`src/rtl/gen_count_ctrl_if.sv`:
```
// Signal bundle between the generation sequencer, the raw buttons, the Life engine
// handshake and the display-facing status outputs.
interface gen_count_ctrl_if;
    logic        btn_run;
    logic        btn_step;
    logic        btn_clr;
    logic        gen_done;
    logic        gen_start;
    logic        running;
    logic [13:0] num;

    modport master (
        input  btn_run,
        input  btn_step,
        input  btn_clr,
        input  gen_done,
        output gen_start,
        output running,
        output num
    );

    modport slave (
        output btn_run,
        output btn_step,
        output btn_clr,
        output gen_done,
        input  gen_start,
        input  running,
        input  num
    );
endinterface

```
`src/rtl/gen_count_ctrl.sv`:
```
// Generation sequencer for the Life engine: debounced buttons, start/done pacing of the
// engine and a wrapping count of completed generations for the 7-segment display.

module gen_count_debounce #(
    parameter int unsigned DEBOUNCE_CYCLES = 1000000
) (
    input  logic clock_100,
    input  logic reset,
    input  logic raw,
    output logic press
);
    localparam int unsigned   CW       = $clog2(DEBOUNCE_CYCLES + 1);
    localparam logic [CW-1:0] CNT_LAST = CW'(DEBOUNCE_CYCLES - 1);

    logic          sync1;
    logic          sync2;
    logic          level;
    logic          level_d;
    logic [CW-1:0] cnt;

    // cnt counts consecutive cycles the synchronized level disagrees with the accepted one
    always_ff @(posedge clock_100 or posedge reset) begin
        if (reset) begin
            sync1   <= 1'b0;
            sync2   <= 1'b0;
            level   <= 1'b0;
            level_d <= 1'b0;
            cnt     <= '0;
        end else begin
            sync1   <= raw;
            sync2   <= sync1;
            level_d <= level;
            if (sync2 == level) begin
                cnt <= '0;
            end else if (cnt == CNT_LAST) begin
                level <= sync2;
                cnt   <= '0;
            end else begin
                cnt <= cnt + 1'b1;
            end
        end
    end

    assign press = level & ~level_d;
endmodule

// state   | meaning
// S_IDLE  | between generations; period timer runs while running, step accepted while paused
// S_START | gen_start asserted for this single cycle
// S_WAIT  | engine busy; waiting for gen_done
module gen_count_ctrl #(
    parameter int unsigned DEBOUNCE_CYCLES = 1000000,
    parameter int unsigned GEN_PERIOD      = 50000000,
    parameter int unsigned MAX_COUNT       = 9999
) (
    input logic              clock_100,
    input logic              reset,
    gen_count_ctrl_if.master bus
);
    localparam int unsigned   TW         = $clog2(GEN_PERIOD + 1);
    localparam logic [TW-1:0] TIMER_LAST = TW'(GEN_PERIOD - 1);
    localparam logic [13:0]   NUM_MAX    = 14'(MAX_COUNT);

    typedef enum logic [1:0] {
        S_IDLE,
        S_START,
        S_WAIT
    } state_t;

    state_t        state;
    state_t        state_nxt;
    logic [TW-1:0] timer;
    logic [TW-1:0] timer_nxt;
    logic          count_inc;
    logic          running_q;
    logic [13:0]   num_q;
    logic          run_p;
    logic          step_p;
    logic          clr_p;

    gen_count_debounce #(.DEBOUNCE_CYCLES(DEBOUNCE_CYCLES)) u_db_run (
        .clock_100 (clock_100),
        .reset     (reset),
        .raw       (bus.btn_run),
        .press     (run_p)
    );

    gen_count_debounce #(.DEBOUNCE_CYCLES(DEBOUNCE_CYCLES)) u_db_step (
        .clock_100 (clock_100),
        .reset     (reset),
        .raw       (bus.btn_step),
        .press     (step_p)
    );

    gen_count_debounce #(.DEBOUNCE_CYCLES(DEBOUNCE_CYCLES)) u_db_clr (
        .clock_100 (clock_100),
        .reset     (reset),
        .raw       (bus.btn_clr),
        .press     (clr_p)
    );

    always_ff @(posedge clock_100 or posedge reset) begin
        if (reset) begin
            state <= S_IDLE;
            timer <= '0;
        end else begin
            state <= state_nxt;
            timer <= timer_nxt;
        end
    end

    always_comb begin
        state_nxt = state;
        timer_nxt = timer;
        count_inc = 1'b0;
        case (state)
            S_IDLE: begin
                if (running_q) begin
                    if (timer == TIMER_LAST) begin
                        state_nxt = S_START;
                        timer_nxt = '0;
                    end else begin
                        timer_nxt = timer + 1'b1;
                    end
                end else begin
                    timer_nxt = '0;
                    if (step_p) begin
                        state_nxt = S_START;
                    end
                end
            end
            S_START: begin
                state_nxt = S_WAIT;
            end
            S_WAIT: begin
                // a pause requested meanwhile only takes effect once back in S_IDLE
                if (bus.gen_done) begin
                    count_inc = 1'b1;
                    state_nxt = S_IDLE;
                    timer_nxt = '0;
                end
            end
            default: begin
                state_nxt = S_IDLE;
                timer_nxt = '0;
            end
        endcase
    end

    always_ff @(posedge clock_100 or posedge reset) begin
        if (reset) begin
            running_q <= 1'b0;
        end else begin
            running_q <= running_q ^ run_p;
        end
    end

    // clear has priority over a generation completing in the same cycle
    always_ff @(posedge clock_100 or posedge reset) begin
        if (reset) begin
            num_q <= '0;
        end else if (clr_p) begin
            num_q <= '0;
        end else if (count_inc) begin
            num_q <= (num_q == NUM_MAX) ? 14'd0 : num_q + 14'd1;
        end
    end

    assign bus.gen_start = (state == S_START);
    assign bus.running   = running_q;
    assign bus.num       = num_q;
endmodule

```
`src/flat_wrapper.sv`:
```
// flat-port wrapper written by rule: the top's interface ports become plain ports
module gen_count_ctrl_flat 
#(
    parameter int unsigned DEBOUNCE_CYCLES = 1000000,
    parameter int unsigned GEN_PERIOD      = 50000000,
    parameter int unsigned MAX_COUNT       = 9999
)
  (clock_100, reset, bus_btn_run, bus_btn_step, bus_btn_clr, bus_gen_done, bus_gen_start, bus_running, bus_num);
  gen_count_ctrl_if bus_i ();
  input logic clock_100;
  input logic reset;
  input wire logic [$bits(bus_i.btn_run)-1:0] bus_btn_run;
  input wire logic [$bits(bus_i.btn_step)-1:0] bus_btn_step;
  input wire logic [$bits(bus_i.btn_clr)-1:0] bus_btn_clr;
  input wire logic [$bits(bus_i.gen_done)-1:0] bus_gen_done;
  output wire logic [$bits(bus_i.gen_start)-1:0] bus_gen_start;
  output wire logic [$bits(bus_i.running)-1:0] bus_running;
  output wire logic [$bits(bus_i.num)-1:0] bus_num;
  assign bus_i.btn_run = bus_btn_run;
  assign bus_i.btn_step = bus_btn_step;
  assign bus_i.btn_clr = bus_btn_clr;
  assign bus_i.gen_done = bus_gen_done;
  assign bus_gen_start = bus_i.gen_start;
  assign bus_running = bus_i.running;
  assign bus_num = bus_i.num;
  gen_count_ctrl #(.DEBOUNCE_CYCLES(DEBOUNCE_CYCLES), .GEN_PERIOD(GEN_PERIOD), .MAX_COUNT(MAX_COUNT)) u_core (.clock_100(clock_100), .reset(reset), .bus(bus_i));
endmodule
```
`config.mk`:
```
export PLATFORM = sky130hd
export DESIGN_NAME = gen_count_ctrl_flat
export DESIGN_NICKNAME = d
export VERILOG_FILES = /design/src/rtl/gen_count_ctrl_if.sv /design/src/rtl/gen_count_ctrl.sv /design/src/flat_wrapper.sv
export SDC_FILE = /design/constraint.sdc
export NUM_CORES = 1
export LEC_CHECK = 0
export ABC_AREA = 0
export CAP_MARGIN = 0
export CELL_PAD_IN_SITES_DETAIL_PLACEMENT = 0
export CELL_PAD_IN_SITES_GLOBAL_PLACEMENT = 1
export CORE_UTILIZATION = 43
export CTS_BUF_LIST = sky130_fd_sc_hd__clkbuf_8 sky130_fd_sc_hd__clkbuf_16
export DETAILED_ROUTE_END_ITERATION = 10
export GPL_ROUTABILITY_DRIVEN = 0
export PLACE_DENSITY = 0.79
export SLEW_MARGIN = 40
export SYNTH_ARGS = -nofsm -noshare
export SYNTH_HDL_FRONTEND = slang
export SYNTH_SLANG_ARGS = --single-unit
```
`constraint.sdc`:
```
create_clock -name clock_100 -period 3.52 [get_ports clock_100]
set_input_delay 0.528 -clock clock_100 [delete_from_list [all_inputs] [get_ports clock_100]]
set_output_delay 0.528 -clock clock_100 [all_outputs]
set_load 0.1 [all_outputs]
```
======== Yosys cells after proc, flatten, opt, wreduce, memory -nomap -nowiden ========
Index checks and enable logic that the tools add are counted.
W data, S select, Z words.
storage, ports and cells
  bits of input ports ..................... 6
  output and inout bits ................... 16
  bits in registers ....................... 115
  logic and storage cells ................. 75
operators by class
  bitwise operators ....................... 11
  equal/unequal tests ..................... 13
  reduce and logical (&&, ||, !) cells .... 7
  mux-type cells .......................... 20
  add/sub/neg operators ................... 5
operators with widths
  cell                     count
  $mux W20                 6
  $mux W26                 3
  $pmux W26 S3             1
  $add A20 B1 Y20 const B  3
  $eq A20 B20 Y1 const B   3
  $mux W14                 3
  $add A26 B1 Y26 const B  1
  $eq A26 B26 Y1 const B   1
  $add A14 B1 Y14 const B  1
  $eq A14 B14 Y1 const B   1
  $mux W2                  4
  $reduce_and A2 Y1        4
  $not A1 Y1               7
  $pmux W2 S3              1
  $and A1 B1 Y1            3
  $eq A1 B1 Y1             3
  $ne A3 B1 Y1 const B     1
  $ne A3 B3 Y1 const B     1
  $reduce_and A3 Y1        1
  $eq A2 B1 Y1 const B     1
  $eq A2 B2 Y1 const B     1
  $logic_not A2 Y1         1
  $mux W1                  2
  $ne A2 B2 Y1 const B     1
  other kinds (2)          2

======== Longest topological paths before layout ========
Gate-level depths: netlist of the first run.
  word-level depth ........................ 5
  gate-level depth with buffers ........... 8
  mapped depth without buffers ............ 6

======== Modules after synthesis ========
A second synthesis of the first run with hierarchy kept.
unflattened totals
  cells, all modules ...................... 565
  area, all modules ....................... 5835.6 um2
by module, submodules not included
  module              area each (um2)  seq. area each (um2)  cells an instance  instances
  gen_count_debounce  1181.1           600.6                 110                3
  gen_count_ctrl      2292.2           1076.0                235                1

======== Worst setup path before layout of the first run ========
OpenSTA, ideal clock, no wires.
  path kind ............................... register to register
  start point ............................. register u_core.state[1]
  end point ............................... register u_core.timer[14]
  stages on the path, launching flop included .. 7
  data required time ...................... 3441 ps
  path buffers ............................ 1
  setup time .............................. 79 ps
  path slack .............................. 700 ps
  clock period less this slack ............ 2820 ps
  arrival time ............................ 2741 ps
  path through ............................ dfrtp_1 > nor2b_1 > nor2_1 > inv_1 > clkbuf_1 > a21oi_1 > mux2i_1
between the ends
  word-level cells in the longest chain between the ends .. 3
  elaborated cells between the ends (all ways) .. 7
  classes of those cells .................. eq/ne: 3; mux: 1; bitwise: 1; reduce/logical: 2
ends and longest elaborated chain
  element                                                               RTL line               RTL
  from (decl)                                                           gen_count_ctrl.sv:70   state_t state;
  from (signal assigned)                                                gen_count_ctrl.sv:107  state <= state_nxt;
  $eq A2 B1 Y1 (*)                                                      n/a
  net bus_gen_start                                                     flat_wrapper.sv:16     output wire logic [$bits(bus_i.gen_start)-1:0] bus_gen_start;
  parallel branches: the longest is 2 deep, another holds $pmux W26 S3  n/a
  to (signal assigned)                                                  gen_count_ctrl.sv:108  timer <= timer_nxt;
  to (decl)                                                             gen_count_ctrl.sv:72   logic [TW-1:0] timer;
Mark *: on every way through the listed nets, which the timed path passes.
A chain may end at the register's enable or synchronous reset.

======== Worst setup path in the final report of the first run ========
  start point ............................. register u_core.timer[0]
  end point ............................... register u_core.timer[15]
between the ends
  word-level cells in the longest chain between the ends .. 4
  elaborated cells between the ends (all ways) .. 5
  classes of those cells .................. add/sub: 1; eq/ne: 1; mux: 3
ends and longest elaborated chain
  element                                            RTL line                                      RTL
  $add A26 B1 Y26 or $eq A26 B26 Y1 (tied branches)  gen_count_ctrl.sv:123, gen_count_ctrl.sv:119
  $mux W26 (*)                                       gen_count_ctrl.sv:119                         if (timer == TIMER_LAST) begin
  $mux W26 (*)                                       gen_count_ctrl.sv:118                         if (running_q) begin
  $pmux W26 S3 (*)                                   gen_count_ctrl.sv:116                         case (state)
Mark *: on every way between the ends. The rest lies on a longest branch, timed or not.

==> results by group, run 1 <==
Clocking
  – CTS clk-pin slew, worst paths: 50 ps
  – CTS resizes: 0
  – Max clock buf depth: 2
  – Clk sinks: 115
  – Clk_lat worst skew: 420 ps
  – Setup Fix Bufs, Post-CTS: 0
  – Cts hold-fix bufs: 0
  – TritonCTS clock tree: done
  – H-tree Lvls: 4
  – Inserted Clock Buffers: 17
  – Root Buffer: clkbuf_16

Setup path
  – Setup slack, reg-to-reg: 1190 ps
  – Critical path required time: 3850 ps
  – Crit path cell chain: ha_1, and4_1, and4_1, a31oi_4, buf_4, a41oi_2, a31oi_1
  – Setup crit end kind: flip-flop
  – CP max stage cell: dfrtp_1
  – Worst path most repeated cell: and4_1
  – WP data arrival: 2670 ps
  – WP buf/inv: 1
  – Worst-path fanout max: 32
  – Reg2reg end: u_core.timer[15]
  – Crit path largest cell delay: 430 ps
  – RR Startpoint: u_core.timer[0]
  – Critical path depth: 7
  – R2R depth: 7
  – Kind of critical path: reg -> reg
  – CP delay by family, top: compound AO/OA/AOI/OAI gates
  – Crit start category: flip-flop

Placed design
  – Post-DP HPWL: 7070 µm
  – Number of port buffers: 21
  – Pre-CTS setup slack: 1140 ps
  – Total placed cells including tap cells: 764

STA
  – Final Max Slew Viols: 0
  – Final setup skew: 6.37 ps
  – Tcrit/Tclk final: 66.3%
  – Final setup vio count: 0
  – Peak Freq: 0.429 GHz
  – Final Hold Vio Count: 0
  – Post-route minimum period: 2330 ps
  – Slew @ Worst Pin: 724 ps
  – RSZ-0062 raised after global routing: false
  – Setup TNS: 0 ps
  – Worst rel slew slack: 51.3%
  – Setup WS post-layout: 1190 ps

Power and ir drop
  – Gate power share: 2.1%
  – PD cells: 463 nW/µm²
  – Register share of total power: 44.4%
  – Clock power frac: 53.5%
  – Leak pwr: 2.81 nW
  – Switching portion of total power: 20.3%
  – Int Power: 0.00242 W
  – Net switching power: 0.000615 W
  – Peak VDD IR: 0.345 mV

Die
  – Die Wd: 117 µm
  – Initial Utilization: 44.6%
  – Die Y: 117 µm
  – I/O Pins: 22
  – Core Area: 12800 µm²
  – DIE AREA: 13700 µm²
  – Rows: 41

Yosys
  – Async set-or-reset flop fraction in the synthesized netlist: 100%
  – Mapped Nets: 601
  – Average cell area after synthesis: 9.66 µm²
  – Synth warn: 0
  – EDFF count, synth: 0
  – Syn Inst Count: 590
  – Synth cell types: 47
  – Primary FF master, synth: dfrtp_1
  – Synthesis-stage register bit count: 115
  – Post-Syn Area: 5700 µm²
  – Seq/Total Area, Yosys: 50.5%

Detailed routing
  – Total wire length: 10800 µm
  – Final antenna-violating net count: 0
  – Per-cell routed wire length: 13.6 µm
  – Avg Vias per Cell: 5.29
  – Via count: 4204
  – DRC: 0
  – Initial DRC Count: 349
  – Drt first pass iters: 5

Layout
  – Commonest non-fill, non-tap cells in the layout: 115 x dfrtp_1, 94 x nor2_1, 52 x nand2_1, 49 x nand3_1, 37 x xor2_1
  – Layout Cells excl Fill: 795
  – Diode count: 0
  – Layout cells sized above 1: 11.1%
  – Final design utilization: 51.3%
  – Synth-to-Final Area Change: 14.9%
  – Fill count: 1149
  – Commonest non-fill, non-tap cell in the layout: dfrtp_1
  – Nets: 622

Global route
  – First-pass GRT wire length: 18800 µm
  – Total grt overflow: 0
  – Initial antenna violation count: 0
  – Pin count of the biggest net entering global routing: 67
  – Vias in the first global route: 4077
  – Tot GR Track Use: 18.0%

Hold path
  – Hold path endpoint: u_core.u_db_run.sync2
  – Worst Hold Path Cells: 0
  – Hold Crit Start: u_core.u_db_run.sync1
  – Hold WC Path Type: reg -> reg

Run status
  – Outcome: finished, final reports clean

Job
  – MaxCap Viol Count: 0
how the worst max path moves through the flow:
stage,endpoint,start,slack (ps)
6_report,u_core.timer[15],u_core.timer[0],1190
5_1_grt,u_core.timer[18],u_core.timer[0],1030
4_1_cts,u_core.timer[15],u_core.timer[0],1170
3_5_place_dp,u_core.bus.num[10],bus_gen_done,1140
2_1_floorplan,u_core.timer[14],u_core.state[1],700
3_3_place_gp,u_core.bus.num[13],bus_gen_done,1170
layer usage:
metal  vias to the layer above  GRT usage (%)  wire length (µm)
met4                         0           9.70               233
li1                       2098              -                 -
met3                        22           4.89               409
met2                        73           27.7              4910
met1                      2011           23.2              5300
met5                         -              0                 0
power by group through the flow:
stage	Combinational [W]	Clock [W]	Sequential (W)
floorplan	0.0000453	0	0.00137
CTS	0.0000670	0.00166	0.00135
detailed placement	0.0000665	0	0.00137
global route	0.0000766	0.00172	0.00135
finish	0.0000639	0.00162	0.00135
global placement	0.0000656	0	0.00137
cells in the mapped netlist, drive strengths merged (7+ instances only):
| cell type | number | area share, % |
|---|---|---|
| nor4 | 7 | 1.0 |
| buf | 10 | 1.2 |
| a21oi | 10 | 0.88 |
| inv | 14 | 0.92 |
| nor2 | 95 | 6.3 |
| a31oi | 18 | 2.2 |
| xnor2 | 30 | 4.6 |
| nor3 | 8 | 0.70 |
| xor2 | 37 | 5.7 |
| or2 | 7 | 0.77 |
| and4 | 8 | 1.2 |
| dfrtp | 115 | 50 |
| o21ai | 19 | 1.9 |
| and3 | 15 | 1.6 |
| nand4 | 23 | 2.5 |
| clkbuf | 13 | 0.86 |
| nand2 | 52 | 3.4 |
| nand3 | 49 | 4.3 |
worst reg2reg max path, stage by stage, from the launching register on:
cell and delay, ps:
dfrtp_1 430, ha_1 260, and4_1 240, and4_1 250, a31oi_4 340, buf_4 380
a41oi_2 170, a31oi_1 170
metrics by stage:
step                power [W]  area [µm²]  hold slack (ps)
finish                0.00303        6550              346
global route          0.00314        6550              356
CTS                   0.00307        6550              347
detailed placement    0.00143        5980              336
global placement      0.00143        6050              333
floorplan             0.00141        5700              331
kinds of logic after synthesis:
family | after synthesis | synth area share (%)
AO/OA/AOI/OAI | 65 | 8.06
flip-flops | 115 | 50.5
adder cells (fa/ha/maj) | 5 | 1.10
XOR/XNOR | 67 | 10.3
buffers and inverters | 37 | 2.99
AND/OR/NAND/NOR | 294 | 25.8
multiplexers | 7 | 1.29
flip-flops by register name, indices dropped and copies added, names as in the netlist:
register and flops:
u_core.timer 26, u_core.u_db_clr.cnt 20, u_core.u_db_run.cnt 20, u_core.u_db_step.cnt 20, u_core.bus.num 14, u_core.state 2, u_core.bus.running 1, u_core.u_db_clr.level 1
u_core.u_db_clr.level_d 1, u_core.u_db_clr.sync1 1, u_core.u_db_clr.sync2 1, u_core.u_db_run.level 1, u_core.u_db_run.level_d 1, u_core.u_db_run.sync1 1, u_core.u_db_run.sync2 1, u_core.u_db_step.level 1
u_core.u_db_step.level_d 1, u_core.u_db_step.sync1 1, u_core.u_db_step.sync2 1
layout make-up:
class | instances | area [µm²] | share of cell area (%)
flip-flops and latches | 115 | 2880 | 43.9
multi-input cells | 438 | 2660 | 40.6
clock buffers | 23 | 508 | 7.75
well taps | 172 | 215 | 3.28
repair buffers | 25 | 173 | 2.64
clock inverters | 8 | 60.1 | 0.917
inverters | 14 | 56.3 | 0.859
Power figures use the tool's default switching activity.
==> run 2: changes to the inputs <==
--- a/config.mk
+++ b/config.mk
@@ -9,11 +9,11 @@
 export CAP_MARGIN = 0
 export CELL_PAD_IN_SITES_DETAIL_PLACEMENT = 0
 export CELL_PAD_IN_SITES_GLOBAL_PLACEMENT = 1
-export CORE_UTILIZATION = 43
+export CORE_UTILIZATION = 48
 export CTS_BUF_LIST = sky130_fd_sc_hd__clkbuf_8 sky130_fd_sc_hd__clkbuf_16
 export DETAILED_ROUTE_END_ITERATION = 10
 export GPL_ROUTABILITY_DRIVEN = 0
-export PLACE_DENSITY = 0.79
+export PLACE_DENSITY = 0.84
 export SLEW_MARGIN = 40
 export SYNTH_ARGS = -nofsm -noshare
 export SYNTH_HDL_FRONTEND = slang
==> constraint.sdc (replaced) <==
create_clock -name clock_100 -period 2.2 [get_ports clock_100]
set_input_delay 0.33 -clock clock_100 [delete_from_list [all_inputs] [get_ports clock_100]]
set_output_delay 0.33 -clock clock_100 [all_outputs]
set_load 0.1 [all_outputs]
==> run 2 against run 1 <==
  * Hold slack lost 78 ps
  * First-iteration DRC count shrank 20%
  * Combinational power grew 71%
  * Total power grew 68%
  * Critical path type unchanged
  * Fmax grew 11%
  * Via count grew 4.1%
  * Non-clock buffer count grew 15
  * The run now ends with design-rule violations left
  * Clock power grew 74%
==> results by group, run 2 (same netlist as run 1, synthesis figures left out) <==
Run status
  – Outcome: finished, violations left
  – Failing checks: design-rule violations

STA
  – Final Max Slew Viols: 0
  – Post-route minimum period: 2100 ps
  – Worst rel slew slack: 66.7%
  – Peak Freq: 0.477 GHz
  – Final setup vio count: 0
  – RSZ-0062 raised after global routing: false
  – Tcrit/Tclk final: 95.4%
  – Final setup skew: 7.11 ps
  – Slew @ Worst Pin: 498 ps
  – Fin Hold WS: 268 ps
  – Setup TNS: 0 ps
  – Final Hold Vio Count: 0

Layout
  – Final Instance Area: 6740 µm²
  – Max reg flops: 26
  – Layout cells sized above 1: 14.9%
  – Commonest non-fill, non-tap cells in the layout: 107 x dfrtp_1, 95 x nor2_1, 52 x nand2_1, 49 x nand3_1, 37 x xor2_1
  – Synth-to-Final Area Change: 18.2%
  – Commonest non-fill, non-tap cell in the layout: dfrtp_1
  – Final design utilization: 58.5%
  – Biggest register: u_core.timer
  – Nets: 637
  – Diode count: 0

Global route
  – Vias in the first global route: 4275
  – Total grt overflow: 0
  – Tot GR Track Use: 20.1%
  – Pin count of the biggest net entering global routing: 39
  – First-pass GRT wire length: 19700 µm
  – Initial antenna violation count: 0

Power and ir drop
  – Peak VDD IR: 0.446 mV
  – Total power: 0.00509 W
  – PD cells: 755 nW/µm²
  – Leak pwr: 2.88 nW

Clocking
  – Root Buffer: clkbuf_16
  – Clk_lat worst skew: 420 ps
  – Clk sinks: 115
  – Inserted Clock Buffers: 17
  – Cts hold-fix bufs: 0
  – TritonCTS clock tree: done
  – H-tree Lvls: 4
  – Max clock buf depth: 2
  – CTS clk-pin slew, worst paths: 50 ps

Setup path
  – Worst-path fanout max: 10
  – Critical path required time: 2490 ps
  – WP data arrival: 2390 ps
  – R2R depth: 7
  – Setup crit end kind: flip-flop
  – Kind of critical path: reg -> reg
  – Crit start category: flip-flop

Placed design
  – Number of port buffers: 21
  – Post-DP HPWL: 7320 µm
  – Placed Area: 6110 µm²

Die
  – Die Y: 111 µm
  – Core Area: 11500 µm²
  – Die Wd: 111 µm
  – DIE AREA: 12300 µm²
  – Initial Utilization: 49.5%
  – I/O Pins: 22
  – Rows: 39

Detailed routing
  – Final antenna-violating net count: 0
  – Initial DRC Count: 279
  – Drt first pass iters: 7
  – Per-cell routed wire length: 14.1 µm
  – Via count: 4377
  – Avg Vias per Cell: 5.60
  – Total wire length: 11000 µm
  – DRC: 8

Hold path
  – Hold WC Path Type: in -> async

Job
  – MaxCap Viol Count: 0
-- run 2: cell count changes in the layout (fill, tap and decap cells not counted), moves of 2 or more --
| cell | delta |
|---|---|
| buf_12 | +2 |
| buf_2 | -16 |
| buf_4 | +29 |
| bufinv_16 | +3 |
| clkbuf_8 | -5 |
| clkinv_2 | +4 |
| dfrtp_1 | -8 |
| dfrtp_2 | +8 |
| inv_1 | -3 |
-- run 2: repair_timing --
action,in CTS,in global routing
buffers inserted,0,2
gates resized for setup,0,1
endpoints found under the setup margin,0,1
-- run 2: layout make-up --
type,instances,area [µm²]
inverters,14,56.3
clock inverters,13,166
clock buffers,18,439
repair buffers,40,350
fillers,965,4780
multi-input cells,438,2660
flip-flops and latches,115,2890
well taps,143,179
-- run 2: final timing paths --
kind,start,endpoint,slack [ps]
max reg2reg,u_core.timer[24],u_core.timer[18],100
max,u_core.timer[24],u_core.timer[18],100
min reg2reg,u_core.u_db_step.sync1,u_core.u_db_step.sync2,350
max in group asynchronous,reset,u_core.timer[16],1410
min in group clock_100,bus_btn_step,u_core.u_db_step.sync1,350
min,reset,u_core.u_db_step.cnt[1],270
-- run 2: routing by layer --
metal	track usage [%]	up-vias	share of wire (%)
li1	-	2133	-
met1	25.7	2147	48
met2	32.3	80	46
met3	5.85	17	4.1
met4	7.76	0	1.4
met5	0	-	0
-- run 2: per-stage QoR --
| step | std cells | setup slack, ps |
|---|---|---|
| final | 781 | 102 |
| after global routing | 781 | 30.1 |
| after CTS | 779 | 62.3 |
| after detailed placement | 748 | 89.2 |
| after global placement | 748 | 123 |
| after floorplan | 590 | 13.7 |
-- run 2: worst max-delay path, stage by stage, from the launching register on --
cell     delay, ps
dfrtp_1        430
or3b_2         490
nor4_4         330
a31oi_4        140
buf_4          160
buf_4          160
a41oi_1        200
a31oi_1         60
-- run 2: power breakdown --
group          leakage, nW  internal, W  switching (W)  total [W]
Combinational         1.01    0.0000356      0.0000732   0.000109
Clock                0.306      0.00189       0.000932    0.00282
Sequential            1.57      0.00214      0.0000157    0.00215
Total                 2.88      0.00407        0.00102    0.00509
